**src/rtl/stream_pkg.sv**
```systemverilog
// Shared definitions for the stream arbitration blocks: state encoding and
// the ID-width helper used to size source index fields.
package stream_pkg;

    typedef enum logic {
        ST_IDLE  = 1'b0,
        ST_GRANT = 1'b1
    } arb_state_t;

    // Width of a source index; a single source still gets a 1-bit field.
    function automatic int idw(input int n);
        return (n <= 2) ? 1 : $clog2(n);
    endfunction

endpackage

```
**src/rtl/rr_priority_picker.sv**
```systemverilog
// Combinational round-robin pick: rotate the request vector so 'base' sits at
// bit 0, take the lowest set bit, then map the offset back to a source index.
module rr_priority_picker
    import stream_pkg::*;
#(
    parameter int N   = 2,
    parameter int IDW = idw(N)
) (
    input  logic [N-1:0]   req,
    input  logic [IDW-1:0] base,
    output logic           any,
    output logic [IDW-1:0] winner
);

    localparam int SW = IDW + 1;

    logic [2*N-1:0] dbl;
    logic [N-1:0]   rot;
    logic [IDW-1:0] off;
    logic [SW-1:0]  sum;

    always_comb begin
        any = |req;
        dbl = {req, req} >> base;
        rot = dbl[N-1:0];
        off = '0;
        // Descending scan so the lowest set bit (closest to base) wins.
        for (int i = N - 1; i >= 0; i--) begin
            if (rot[i]) begin
                off = IDW'(i);
            end
        end
        sum = SW'(base) + SW'(off);
        if (sum >= SW'(N)) begin
            sum = sum - SW'(N);
        end
        winner = sum[IDW-1:0];
    end

endmodule

```
**src/rtl/stream_arbiter_rr.sv**
```systemverilog
// Packet-granular round-robin arbiter sharing one stream consumer between
// N_SRC requesters; the granted source is passed through combinationally.
module stream_arbiter_rr
    import stream_pkg::*;
#(
    parameter int  N_SRC     = 2,
    parameter int  DW        = 32,
    parameter int  MAX_BEATS = 256,
    localparam int IDW       = idw(N_SRC)
) (
    input  logic              clk,
    input  logic              rst,
    input  logic [N_SRC*DW-1:0] s_data_i,
    input  logic [N_SRC-1:0]  s_valid_i,
    input  logic [N_SRC-1:0]  s_last_i,
    output logic [N_SRC-1:0]  s_ready_o,
    output logic [DW-1:0]     m_data_o,
    output logic              m_valid_o,
    output logic              m_last_o,
    output logic [IDW-1:0]    m_id_o,
    input  logic              m_ready_i,
    output logic              busy_o
);

    localparam int CW = $clog2(MAX_BEATS + 1);

    arb_state_t     state, state_nxt;
    logic [IDW-1:0] grant, last_grant, base, winner;
    logic [CW-1:0]  beat_cnt;
    logic           any, active, cap_hit, beat, final_beat;
    logic [DW-1:0]  g_data;
    logic           g_valid, g_last;

    assign base = (last_grant == IDW'(N_SRC - 1)) ? '0 : last_grant + IDW'(1);

    rr_priority_picker #(
        .N   (N_SRC),
        .IDW (IDW)
    ) u_picker (
        .req    (s_valid_i),
        .base   (base),
        .any    (any),
        .winner (winner)
    );

    always_ff @(posedge clk) begin
        if (rst) begin
            state <= ST_IDLE;
        end else begin
            state <= state_nxt;
        end
    end

    // Handshake: a beat transfers when m_valid_o & m_ready_i; the granted
    // source sees m_ready_i on its s_ready_o, so source and consumer agree on
    // the same beat. Valid never depends on ready.
    always_comb begin
        g_data  = '0;
        g_valid = 1'b0;
        g_last  = 1'b0;
        for (int k = 0; k < N_SRC; k++) begin
            if (grant == IDW'(k)) begin
                g_data  = s_data_i[k*DW +: DW];
                g_valid = s_valid_i[k];
                g_last  = s_last_i[k];
            end
        end

        active    = (state == ST_GRANT) && !rst;
        cap_hit   = (beat_cnt == CW'(MAX_BEATS - 1));
        m_data_o  = g_data;
        m_id_o    = grant;
        m_valid_o = active & g_valid;
        m_last_o  = active & (g_last | cap_hit);
        busy_o    = active;
        for (int k = 0; k < N_SRC; k++) begin
            s_ready_o[k] = active && (grant == IDW'(k)) && m_ready_i;
        end

        beat       = m_valid_o & m_ready_i;
        final_beat = beat & m_last_o;

        state_nxt = state;
        case (state)
            ST_IDLE:  if (any)        state_nxt = ST_GRANT;
            ST_GRANT: if (final_beat) state_nxt = ST_IDLE;
            default:                  state_nxt = ST_IDLE;
        endcase
    end

    always_ff @(posedge clk) begin
        if (rst) begin
            grant      <= '0;
            last_grant <= IDW'(N_SRC - 1);
            beat_cnt   <= '0;
        end else if (state == ST_IDLE) begin
            if (any) begin
                grant      <= winner;
                last_grant <= winner;
                beat_cnt   <= '0;
            end
        end else if (beat) begin
            // Cleared on the final beat so the counter never sits at the cap.
            beat_cnt <= final_beat ? '0 : beat_cnt + CW'(1);
        end
    end

endmodule

```
**config.mk**
```make
export PLATFORM = sky130hd
export DESIGN_NAME = stream_arbiter_rr
export DESIGN_NICKNAME = d
export VERILOG_FILES = /design/src/rtl/stream_pkg.sv /design/src/rtl/rr_priority_picker.sv /design/src/rtl/stream_arbiter_rr.sv
export SDC_FILE = /design/constraint.sdc
export NUM_CORES = 1
export LEC_CHECK = 0
export BUFFER_PORTS_ARGS = -buffer_cell sky130_fd_sc_hd__buf_4
export CORE_ASPECT_RATIO = 0.7
export CORE_MARGIN = 1.5
export CORE_UTILIZATION = 38
export CTS_CLUSTER_SIZE = 30
export DETAILED_ROUTE_END_ITERATION = 10
export MAX_ROUTING_LAYER = met4
export PLACE_DENSITY = 0.85
export REMOVE_ABC_BUFFERS = 1
export SLEW_MARGIN = 40
export SYNTH_ARGS = -nofsm -noshare
export SYNTH_HDL_FRONTEND = slang
export SYNTH_SLANG_ARGS = --single-unit
export TNS_END_PERCENT = 5
```
**constraint.sdc**
```tcl
create_clock -name clk -period 3.8 [get_ports clk]
set_input_delay 0.38 -clock clk [delete_from_list [all_inputs] [get_ports clk]]
set_output_delay 0.38 -clock clk [all_outputs]
set_load 0.005 [all_outputs]
```
==> impl_metrics.py, run 1 <==
metrics = {
    "detailed_routing": {
        "drc_errors": 0,
        "drt-vias-per-instance": 5.25,
        "dr_total_vias": 1328,
        "drt_iter0_drc": 88,
        "postRouteAntennaNets": 0,
        "dr.pass1.iters": 4,
        "routedWlPerCell_um": 16.0,
        "finalWirelength_um": 4060,
    },
    "synthesis": {
        "synth_top_area_share_pct": 34.6,
        "yosysMostFrequentCell": "mux2_2",
        "seq_area_frac_synth_pct": 23.1,
        "synth_ff_type": "dfxtp_1",
        "synthTopCellsByCount": "mux2_2, dfxtp_1, nor2_1, inv_1",
        "synth.avg_cell_area_sq_um": 9.13,
        "synth_edf_count": 0,
        "ys_seq_elements": 12,
        "synth.distinct_cells": 30,
        "netlist_instances": 114,
        "syn_area_sq_um": 1040,
        "ys_warn_count": 0,
        "synth_area_leaders": "mux2_2, dfxtp_1, a211oi_1, nor2_1, a211oi_2",
        "synth_area_leader_cell": "mux2_2",
        "async_reset_ff_share_pct": 0,
    },
    "global_route": {
        "antenna_found_initial": 0,
        "grt_pass1_vias": 1204,
        "grt_pass1_wl_um": 5800,
        "grt.overflow.total": 0,
        "grt_usage_pct": 26.1,
        "grt_start_max_net_pins": 38,
    },
    "sta": {
        "relSlewSlack_pct": 66.8,
        "setup_violations": 0,
        "slew_viol_final": 0,
        "min_period_ps": 1980,
        "skew_ps": 8.88,
        "final.setup.tns_ps": 0,
        "layout_setup_ws_ps": 1820,
        "worst_pin_slew_ps": 498,
        "fin_crit_sh_pct": 52.2,
        "rsz0062_at_grt": "false",
        "hold_viol_final": 0,
        "fmax_mhz": 505,
    },
    "final_layout": {
        "num_antenna_cells": 0,
        "nFillCells": 191,
        "layout-drive-gt1-share_pct": 67.6,
        "layout.nets": 294,
        "instances_no_fill": 253,
        "post-route-util_pct": 75.2,
        "syn_to_final_growth_pct": 83.1,
    },
    "run": {
        "maxCapViolCount": 0,
    },
    "floorplanning": {
        "start_util_pct": 41.1,
        "dieArea_sq_um": 3070,
        "core_sq_um": 2530,
        "die_w_um": 65.6,
        "rows": 15,
        "io_pins": 109,
        "fp.dieH_um": 46.8,
    },
    "critical_path": {
        "max_stage_delay_ps": 430,
        "critPathTopFamily": "compound AO/OA/AOI/OAI gates",
        "critPathMaxFanout": 37,
        "path_class": "register to register",
        "crit_required_ps": 3900,
        "cp_cell_sequence": "buf_4 > mux2i_1 > a211o_1 > a21oi_2 > a2111oi_1",
        "critPathBufInv": 1,
        "reg2reg_slack_ps": 1820,
        "slowest_stage": "a21oi_2",
        "cp-start-kind": "register",
        "cp.arrival_ps": 2080,
        "end_kind": "register",
    },
    "clock_tree": {
        "cts_buffers": 3,
        "htree_levels": 1,
        "cts_resized": 0,
        "path_clk_slew_ps": 50,
        "postCtsHoldBufs": 0,
        "cts_sinks": 12,
        "insertion_delay_ps": 240,
        "cts_root_buffer": "clkbuf_8",
        "cts_tree": "done",
        "cts_setup_buffers": 0,
        "clockBufferDepth": 2,
    },
    "placed_design": {
        "place_hpwl_um": 3380,
        "portBuffers": 108,
        "gp_congestion": 0.821,
        "place_ws_ps": 1840,
        "place_inst": 250,
    },
    "power_and_ir_drop": {
        "total_power_w": 0.000452,
        "cellLeakagePower_nw": 0.878,
        "vdd_drop_max_mv": 0.142,
        "p_per_area_nw_per_um2": 237,
    },
    "worst_hold_path": {
        "hp-class": "input port to register",
    },
    "status": {
        "status": "completed",
    },
}
==> worst paths after layout <==
check	start	endpoint	cells after the start
worst max-delay path	m_id_o$_SDFFE_PP0P_	beat_cnt[8]$_SDFFE_PP0P_	5
worst min-delay path	rst	state$_SDFF_PP0_	2
worst max register to register	m_id_o$_SDFFE_PP0P_	beat_cnt[8]$_SDFFE_PP0P_	5
worst min register to register	last_grant$_SDFFE_PP1P_	last_grant$_SDFFE_PP1P_	1
==> stage by stage <==
step | hold slack, ps | instance area [sq um]
after floorplan | 450 | 1000
after global placement | 468 | 1860
after detailed placement | 486 | 1860
after CTS | 431 | 1910
after global routing | 439 | 1910
final | 437 | 1910
==> area by class of cell <==
| type | count | area [sq um] | area share [%] |
|---|---|---|---|
| well taps | 34 | 42.5 | 2.23 |
| flip-flops and latches | 12 | 240 | 12.6 |
| repair buffers | 109 | 818 | 42.9 |
| multi-input cells | 90 | 744 | 39.1 |
| clock buffers | 3 | 41.3 | 2.17 |
| inverters | 5 | 18.8 | 0.985 |
==> cells in the final DEF, fill, tap and decap left out <==
cell,Yosys,final
buf_4,1,109
mux2_2,32,32
dfxtp_1,12,12
nor2_1,8,8
inv_1,5,5
nand2_1,4,4
nand2b_1,4,4
a21oi_1,4,4
a211oi_1,4,4
o21ai_0,4,4
or3_1,4,4
nor3_1,3,3
nand3_1,3,3
clkbuf_8,0,3
mux2i_1,2,2
o31ai_1,2,2
or4_1,2,2
a211o_1,2,2
a211oi_2,2,2
ha_1,2,2
and4_1,1,1
and3_1,1,1
mux2i_2,1,1
o22a_1,1,1
a21oi_2,1,1
o22ai_1,1,1
a2111oi_1,1,1
xnor2_1,1,1
==> where the power goes <==
part           internal [W]  switching, W  total (W)  leakage, nW
sequential         0.000132    0.00000677   0.000139       0.0978
combinational      0.000127     0.0000735   0.000201        0.759
clock             0.0000695     0.0000430   0.000112       0.0216
==> layer usage <==
metal	wire, um	global-route usage, %	vias to the layer above
met5	0	-	-
met4	38	3.75	0
met3	262	4.56	4
met2	2110	49.4	56
met1	1650	30.4	627
li1	-	-	641
==> cells by family after synthesis <==
kind of cell / after synthesis / share of synthesized area (%)
DFF: 12 / 23.1
AOI/OAI and AO/OA: 22 / 15.5
buffers and inverters: 12 / 5.41
xor gates and xnor gates: 1 / 0.841
adders and majority gates: 2 / 2.40
muxes: 35 / 37.9
and+or+nand+nor: 30 / 14.9
==> sequential cells by signal, indices dropped and copies added (netlist names) <==
| signal | cells |
|---|---|
| last_grant | 1 |
| beat_cnt | 9 |
| state | 1 |
| m_id_o | 1 |
Power figures use the tool's default switching activity.
==> run 2: changes to the inputs <==
- ABC_AREA: default -> 1
- CORE_UTILIZATION: 38 -> 33
- PLACE_DENSITY: 0.85 -> 0.76
- clock period: 3.8 -> 1.8 ns (I/O delays scaled with it)
==> impl_metrics.py, run 2 <==
metrics = {
    "status": {
        "status": "completed",
    },
    "worst_hold_path": {
        "hold_path_depth": 2,
        "hp-class": "input port to register",
        "hold_start": "rst",
        "hold_end": "beat_cnt[1]$_SDFFE_PP0P_",
    },
    "clock_tree": {
        "cts_root_buffer": "clkbuf_8",
        "cts_sinks": 12,
        "cts_tree": "done",
        "clockBufferDepth": 2,
        "htree_levels": 1,
        "postCtsHoldBufs": 0,
        "cts_buffers": 3,
        "insertion_delay_ps": 240,
        "path_clk_slew_ps": 50,
    },
    "detailed_routing": {
        "dr.pass1.iters": 4,
        "drt-vias-per-instance": 4.55,
        "routedWlPerCell_um": 12.1,
        "wl_met1_um": 1820,
        "wl_met2_um": 2190,
        "postRouteAntennaNets": 0,
        "finalWirelength_um": 4350,
        "drt_iter0_drc": 54,
        "dr_total_vias": 1633,
        "drc_errors": 0,
        "highest_layer": "met4",
        "wl_met3_um": 276,
    },
    "power_and_ir_drop": {
        "vdd_drop_max_mv": 0.301,
        "cellLeakagePower_nw": 1.22,
        "total_power_w": 0.000972,
        "p_per_area_nw_per_um2": 461,
    },
    "placed_design": {
        "dpl_cell_area_sq_um": 1990,
        "portBuffers": 108,
        "place_hpwl_um": 3500,
        "place_inst": 352,
        "place_ws_ps": -119,
        "gp_congestion": 0.819,
    },
    "critical_path": {
        "crit_required_ps": 1620,
        "end_kind": "output port",
        "max_stage_delay_ps": 340,
        "cp.arrival_ps": 1560,
        "slowest_stage": "dfxtp_2",
        "path_class": "register to output port",
        "critPathBufInv": 4,
        "worst_r2r_path_depth": 12,
        "critPathMaxFanout": 3,
        "reg2reg_slack_ps": 90,
        "rr_startpoint": "beat_cnt[3]$_SDFFE_PP0P_",
        "critPathTopFamily": "simple AND/OR/NAND/NOR gates",
        "worstReg2RegEnd": "beat_cnt[4]$_SDFFE_PP0P_",
        "cp-start-kind": "register",
        "cp_cell_sequence": "nand2_1 > inv_2 > nand2_2 > nor4_4 > ha_2 > inv_1 > nand3_2 > nand2_1 > inv_1 > buf_4",
    },
    "sta": {
        "skew_ps": 1.25,
        "setup_violations": 0,
        "slew_viol_final": 0,
        "fmax_mhz": 574,
        "min_period_ps": 1740,
        "worst_pin_slew_ps": 338,
        "hold_slack_ps": 181,
        "hold_viol_final": 0,
        "relSlewSlack_pct": 77.4,
        "fin_crit_sh_pct": 96.7,
        "layout_setup_ws_ps": 59.2,
    },
    "floorplanning": {
        "dieArea_sq_um": 3750,
        "start_util_pct": 35.1,
        "core_sq_um": 3190,
        "io_pins": 109,
        "fp.dieH_um": 51.7,
        "rows": 17,
        "die_w_um": 72.6,
    },
    "global_route": {
        "grt_pass1_wl_um": 6800,
        "grt_usage_pct": 23.6,
        "grt.overflow.total": 0,
        "antenna_found_initial": 0,
        "grt_start_max_net_pins": 22,
        "grt_pass1_vias": 1475,
    },
    "synthesis": {
        "netlist_instances": 206,
        "synth_area_leader_cell": "nand2_1",
        "synthTopCellsByCount": "nand2_1, inv_1, dfxtp_1, nor2_1, nand3_1",
        "synth.avg_cell_area_sq_um": 5.43,
        "synth_area_leaders": "nand2_1, dfxtp_1, inv_1, nand3_1, nor2_1",
        "synth_edf_count": 0,
        "async_reset_ff_share_pct": 0,
        "seq_area_frac_synth_pct": 21.5,
        "ys_warn_count": 0,
        "syn_area_sq_um": 1120,
        "synth_top_area_share_pct": 41.3,
        "synth_ff_type": "dfxtp_1",
        "ys_seq_elements": 12,
        "synth.distinct_cells": 23,
        "yosysMostFrequentCell": "nand2_1",
    },
    "final_layout": {
        "regMostFlops": "beat_cnt",
        "layout.nets": 396,
        "largest_reg_flops": 9,
        "layout-drive-gt1-share_pct": 45.5,
        "multi_input_area_sq_um": 793,
        "num_antenna_cells": 0,
        "most-common-layout-cells": "nand2_1, buf_4, inv_1",
        "finalInstanceArea_sq_um": 2110,
        "syn_to_final_growth_pct": 88.4,
        "register_area_sq_um": 248,
        "nFillCells": 297,
        "instances_no_fill": 359,
    },
    "run": {
        "maxCapViolCount": 0,
    },
}
run 2: cell count changes after synthesis, sizes merged, moves of 4 or more:
cell	previous run	this run
a211oi	6	0
inv	5	19
mux2	32	0
nand2	4	128
nand2b	4	0
nand3	3	10
or3	4	0
run 2: how the worst max path moves through the flow:
stage                                   startpoint                        to  depth (start not counted)
after floorplan                m_id_o$_SDFFE_PP0P_  beat_cnt[4]$_SDFFE_PP0P_                          8
after global placement    beat_cnt[1]$_SDFFE_PP0P_  beat_cnt[3]$_SDFFE_PP0P_                         11
after detailed placement  beat_cnt[1]$_SDFFE_PP0P_  beat_cnt[4]$_SDFFE_PP0P_                         11
after CTS                 beat_cnt[1]$_SDFFE_PP0P_                  m_last_o                          9
after global routing      beat_cnt[3]$_SDFFE_PP0P_                  m_last_o                         10
final                     beat_cnt[3]$_SDFFE_PP0P_                  m_last_o                         10
run 2: cells by family (layout without fill, tap and decap cells):
logic type               Yosys count  count (layout)  share of synthesized area, %
AO/OA/AOI/OAI                      6               6                          3.69
XOR/XNOR                           3               3                          2.35
adder cells (fa/ha/maj)            2               2                          2.24
buffers and inverters             27             142                          11.4
flip-flops                        12              12                          21.5
AND/OR/NAND/NOR                  156             156                          58.8
run 2: timing repair:
action	4_1_cts	5_1_grt
cloned	0	0
gates resized for setup	9	6
endpoints found under the setup margin	7	7
buffers inserted	1	3
pin swaps	3	2
run 2: routing by layer:
layer  vias to the layer above  track usage, %
met5                         -               -
met4                         0            5.03
met3                        12            4.65
met2                        55            41.0
met1                       707            28.6
li1                        859               -
run 2: final cells by class:
cell class,instances,area share [%]
Tap cell,38,2.26
Inverter,19,3.62
Multi-Input combinational cell,167,37.6
Sequential cell,12,11.8
Timing Repair Buffer,120,42.8
Clock buffer,3,1.96
run 2: stage by stage:
stage,TNS [ps],utilization [%]
floorplan,-440,-
global placement,0,62.2
detailed placement,-650,62.2
CTS,0,64.8
global route,-8.46,66.0
finish,0,66.0
run 2: report_power, final:
| group | internal, W | switching (W) | total [W] |
|---|---|---|---|
| logic | 0.000251 | 0.000196 | 0.000447 |
| clock network | 0.000147 | 0.0000884 | 0.000235 |
| registers | 0.000278 | 0.0000124 | 0.000290 |
==> run 3: changes to the inputs <==
- CORE_UTILIZATION: 33 -> 39
- CTS_CLUSTER_DIAMETER: default -> 50
- PLACE_DENSITY: 0.76 -> 0.85
- RECOVER_POWER: default -> 25
- clock period: 1.8 -> 2.25 ns (I/O delays scaled with it)
==> impl_metrics.py, run 3 (synthesis gave the netlist of run 2 again) <==
metrics = {
    "status": {
        "status": "completed",
    },
    "detailed_routing": {
        "wl_met1_um": 1660,
        "postRouteAntennaNets": 0,
        "drt_iter0_drc": 68,
        "wl_met2_um": 1890,
        "drc_errors": 0,
        "finalWirelength_um": 4000,
        "dr.pass1.iters": 4,
        "drt-vias-per-instance": 4.47,
        "routedWlPerCell_um": 11.6,
        "wl_met3_um": 368,
        "dr_total_vias": 1548,
        "highest_layer": "met4",
    },
    "clock_tree": {
        "cts_buffers": 3,
        "htree_levels": 1,
        "clockBufferDepth": 2,
        "cts_root_buffer": "clkbuf_8",
        "cts_setup_buffers": 0,
        "cts_sinks": 12,
        "cts_tree": "done",
        "insertion_delay_ps": 240,
        "cts_resized": 0,
        "path_clk_slew_ps": 50,
        "postCtsHoldBufs": 0,
    },
    "critical_path": {
        "end_kind": "register",
        "critPathBufInv": 1,
        "worstReg2RegEnd": "beat_cnt[3]$_SDFFE_PP0P_",
        "crit_required_ps": 2370,
        "rr_startpoint": "beat_cnt[0]$_SDFFE_PP0P_",
        "slowest_stage": "dfxtp_1",
        "cp.arrival_ps": 2090,
        "worst_r2r_path_depth": 11,
        "reg2reg_slack_ps": 280,
        "cp-startpoint": "beat_cnt[0]$_SDFFE_PP0P_",
        "cp_cell_sequence": "ha_1 > nand2_1 > nor4_1 > ha_1 > inv_1 > nand3_1 > nand4_1 > nand2_1 > nand2_1 > nand2_1 > nor2_1",
        "max_stage_delay_ps": 370,
        "cp-start-kind": "register",
        "critPathTopFamily": "simple AND/OR/NAND/NOR gates",
        "critPathMaxFanout": 6,
        "path_class": "register to register",
        "path_common_cell": "nand2_1",
    },
    "placed_design": {
        "gp_congestion": 0.816,
        "place_inst": 343,
        "place_hpwl_um": 3310,
        "dpl_cell_area_sq_um": 1930,
        "portBuffers": 108,
    },
    "sta": {
        "hold_slack_ps": 199,
        "fmax_mhz": 508,
        "setup_violations": 0,
        "rsz0062_at_grt": "false",
        "hold_viol_final": 0,
        "min_period_ps": 1970,
        "worst_pin_slew_ps": 626,
        "skew_ps": 0.200,
        "relSlewSlack_pct": 58.2,
        "slew_viol_final": 0,
        "final.setup.tns_ps": 0,
        "fin_crit_sh_pct": 87.5,
    },
    "global_route": {
        "grt_usage_pct": 26.0,
        "grt_pass1_vias": 1270,
        "grt_pass1_wl_um": 5820,
        "antenna_found_initial": 0,
        "grt_start_max_net_pins": 36,
        "grt.overflow.total": 0,
    },
    "floorplanning": {
        "dieArea_sq_um": 3200,
        "fp.dieH_um": 47.8,
        "die_w_um": 67.0,
        "core_sq_um": 2760,
        "start_util_pct": 40.5,
        "io_pins": 109,
        "rows": 16,
    },
    "power_and_ir_drop": {
        "cellLeakagePower_nw": 1.13,
        "vdd_drop_max_mv": 0.347,
        "p_per_area_nw_per_um2": 389,
    },
    "final_layout": {
        "regMostFlops": "beat_cnt",
        "num_antenna_cells": 0,
        "most-common-layout-cells": "nand2_1, buf_4, inv_1",
        "instances_no_fill": 346,
        "final_common_cell": "nand2_1",
        "finalInstanceArea_sq_um": 1950,
        "layout-drive-gt1-share_pct": 38.4,
        "largest_reg_flops": 9,
        "post-route-util_pct": 70.4,
        "layout.nets": 385,
        "syn_to_final_growth_pct": 73.9,
    },
    "worst_hold_path": {
        "hold_end": "beat_cnt[1]$_SDFFE_PP0P_",
        "hp-class": "input port to register",
        "hold_path_depth": 2,
        "hold_start": "rst",
    },
    "run": {
        "maxCapViolCount": 0,
    },
}
## run 3: cell types whose count changed in the layout (fill, tap and decap cells not counted), sizes merged
cell    before  now
buf        120  101
clkbuf       3   11
## run 3: per-layer routing
layer	GRT usage [%]	up-vias
li1	-	833
met1	28.7	646
met2	43.6	59
met3	10.1	10
met4	9.80	0
met5	-	-
## run 3: worst max path at each step
stage | to | slack (ps) | depth (start not counted)
floorplan | beat_cnt[4]$_SDFFE_PP0P_ | 360 | 8
global placement | beat_cnt[3]$_SDFFE_PP0P_ | 420 | 11
detailed placement | beat_cnt[3]$_SDFFE_PP0P_ | 320 | 11
CTS | beat_cnt[3]$_SDFFE_PP0P_ | 310 | 11
global route | beat_cnt[3]$_SDFFE_PP0P_ | 100 | 11
finish | beat_cnt[3]$_SDFFE_PP0P_ | 280 | 11
## run 3: report_power, final
| group | internal (W) | total [W] | switching, W |
|---|---|---|---|
| Combinational | 0.000188 | 0.000337 | 0.000149 |
| Sequential | 0.000223 | 0.000232 | 0.00000922 |
| Clock | 0.000117 | 0.000189 | 0.0000713 |
| Total | 0.000528 | 0.000758 | 0.000230 |
## run 3: area by class of cell
cell class | instances | area (sq um)
clock buffer | 3 | 41.3
multi-input combinational | 167 | 734
fill | 246 | 817
timing repair buffer | 109 | 808
inverter | 19 | 76.3
sequential | 12 | 240
tap | 36 | 45.0
## run 3: stage by stage
| step | setup WS, ps | total power [W] |
|---|---|---|
| after detailed placement | 318 | 0.000582 |
| after global routing | 102 | 0.000810 |
| final | 281 | 0.000758 |
| after global placement | 424 | 0.000576 |
| after CTS | 306 | 0.000772 |
| after floorplan | 361 | 0.000365 |
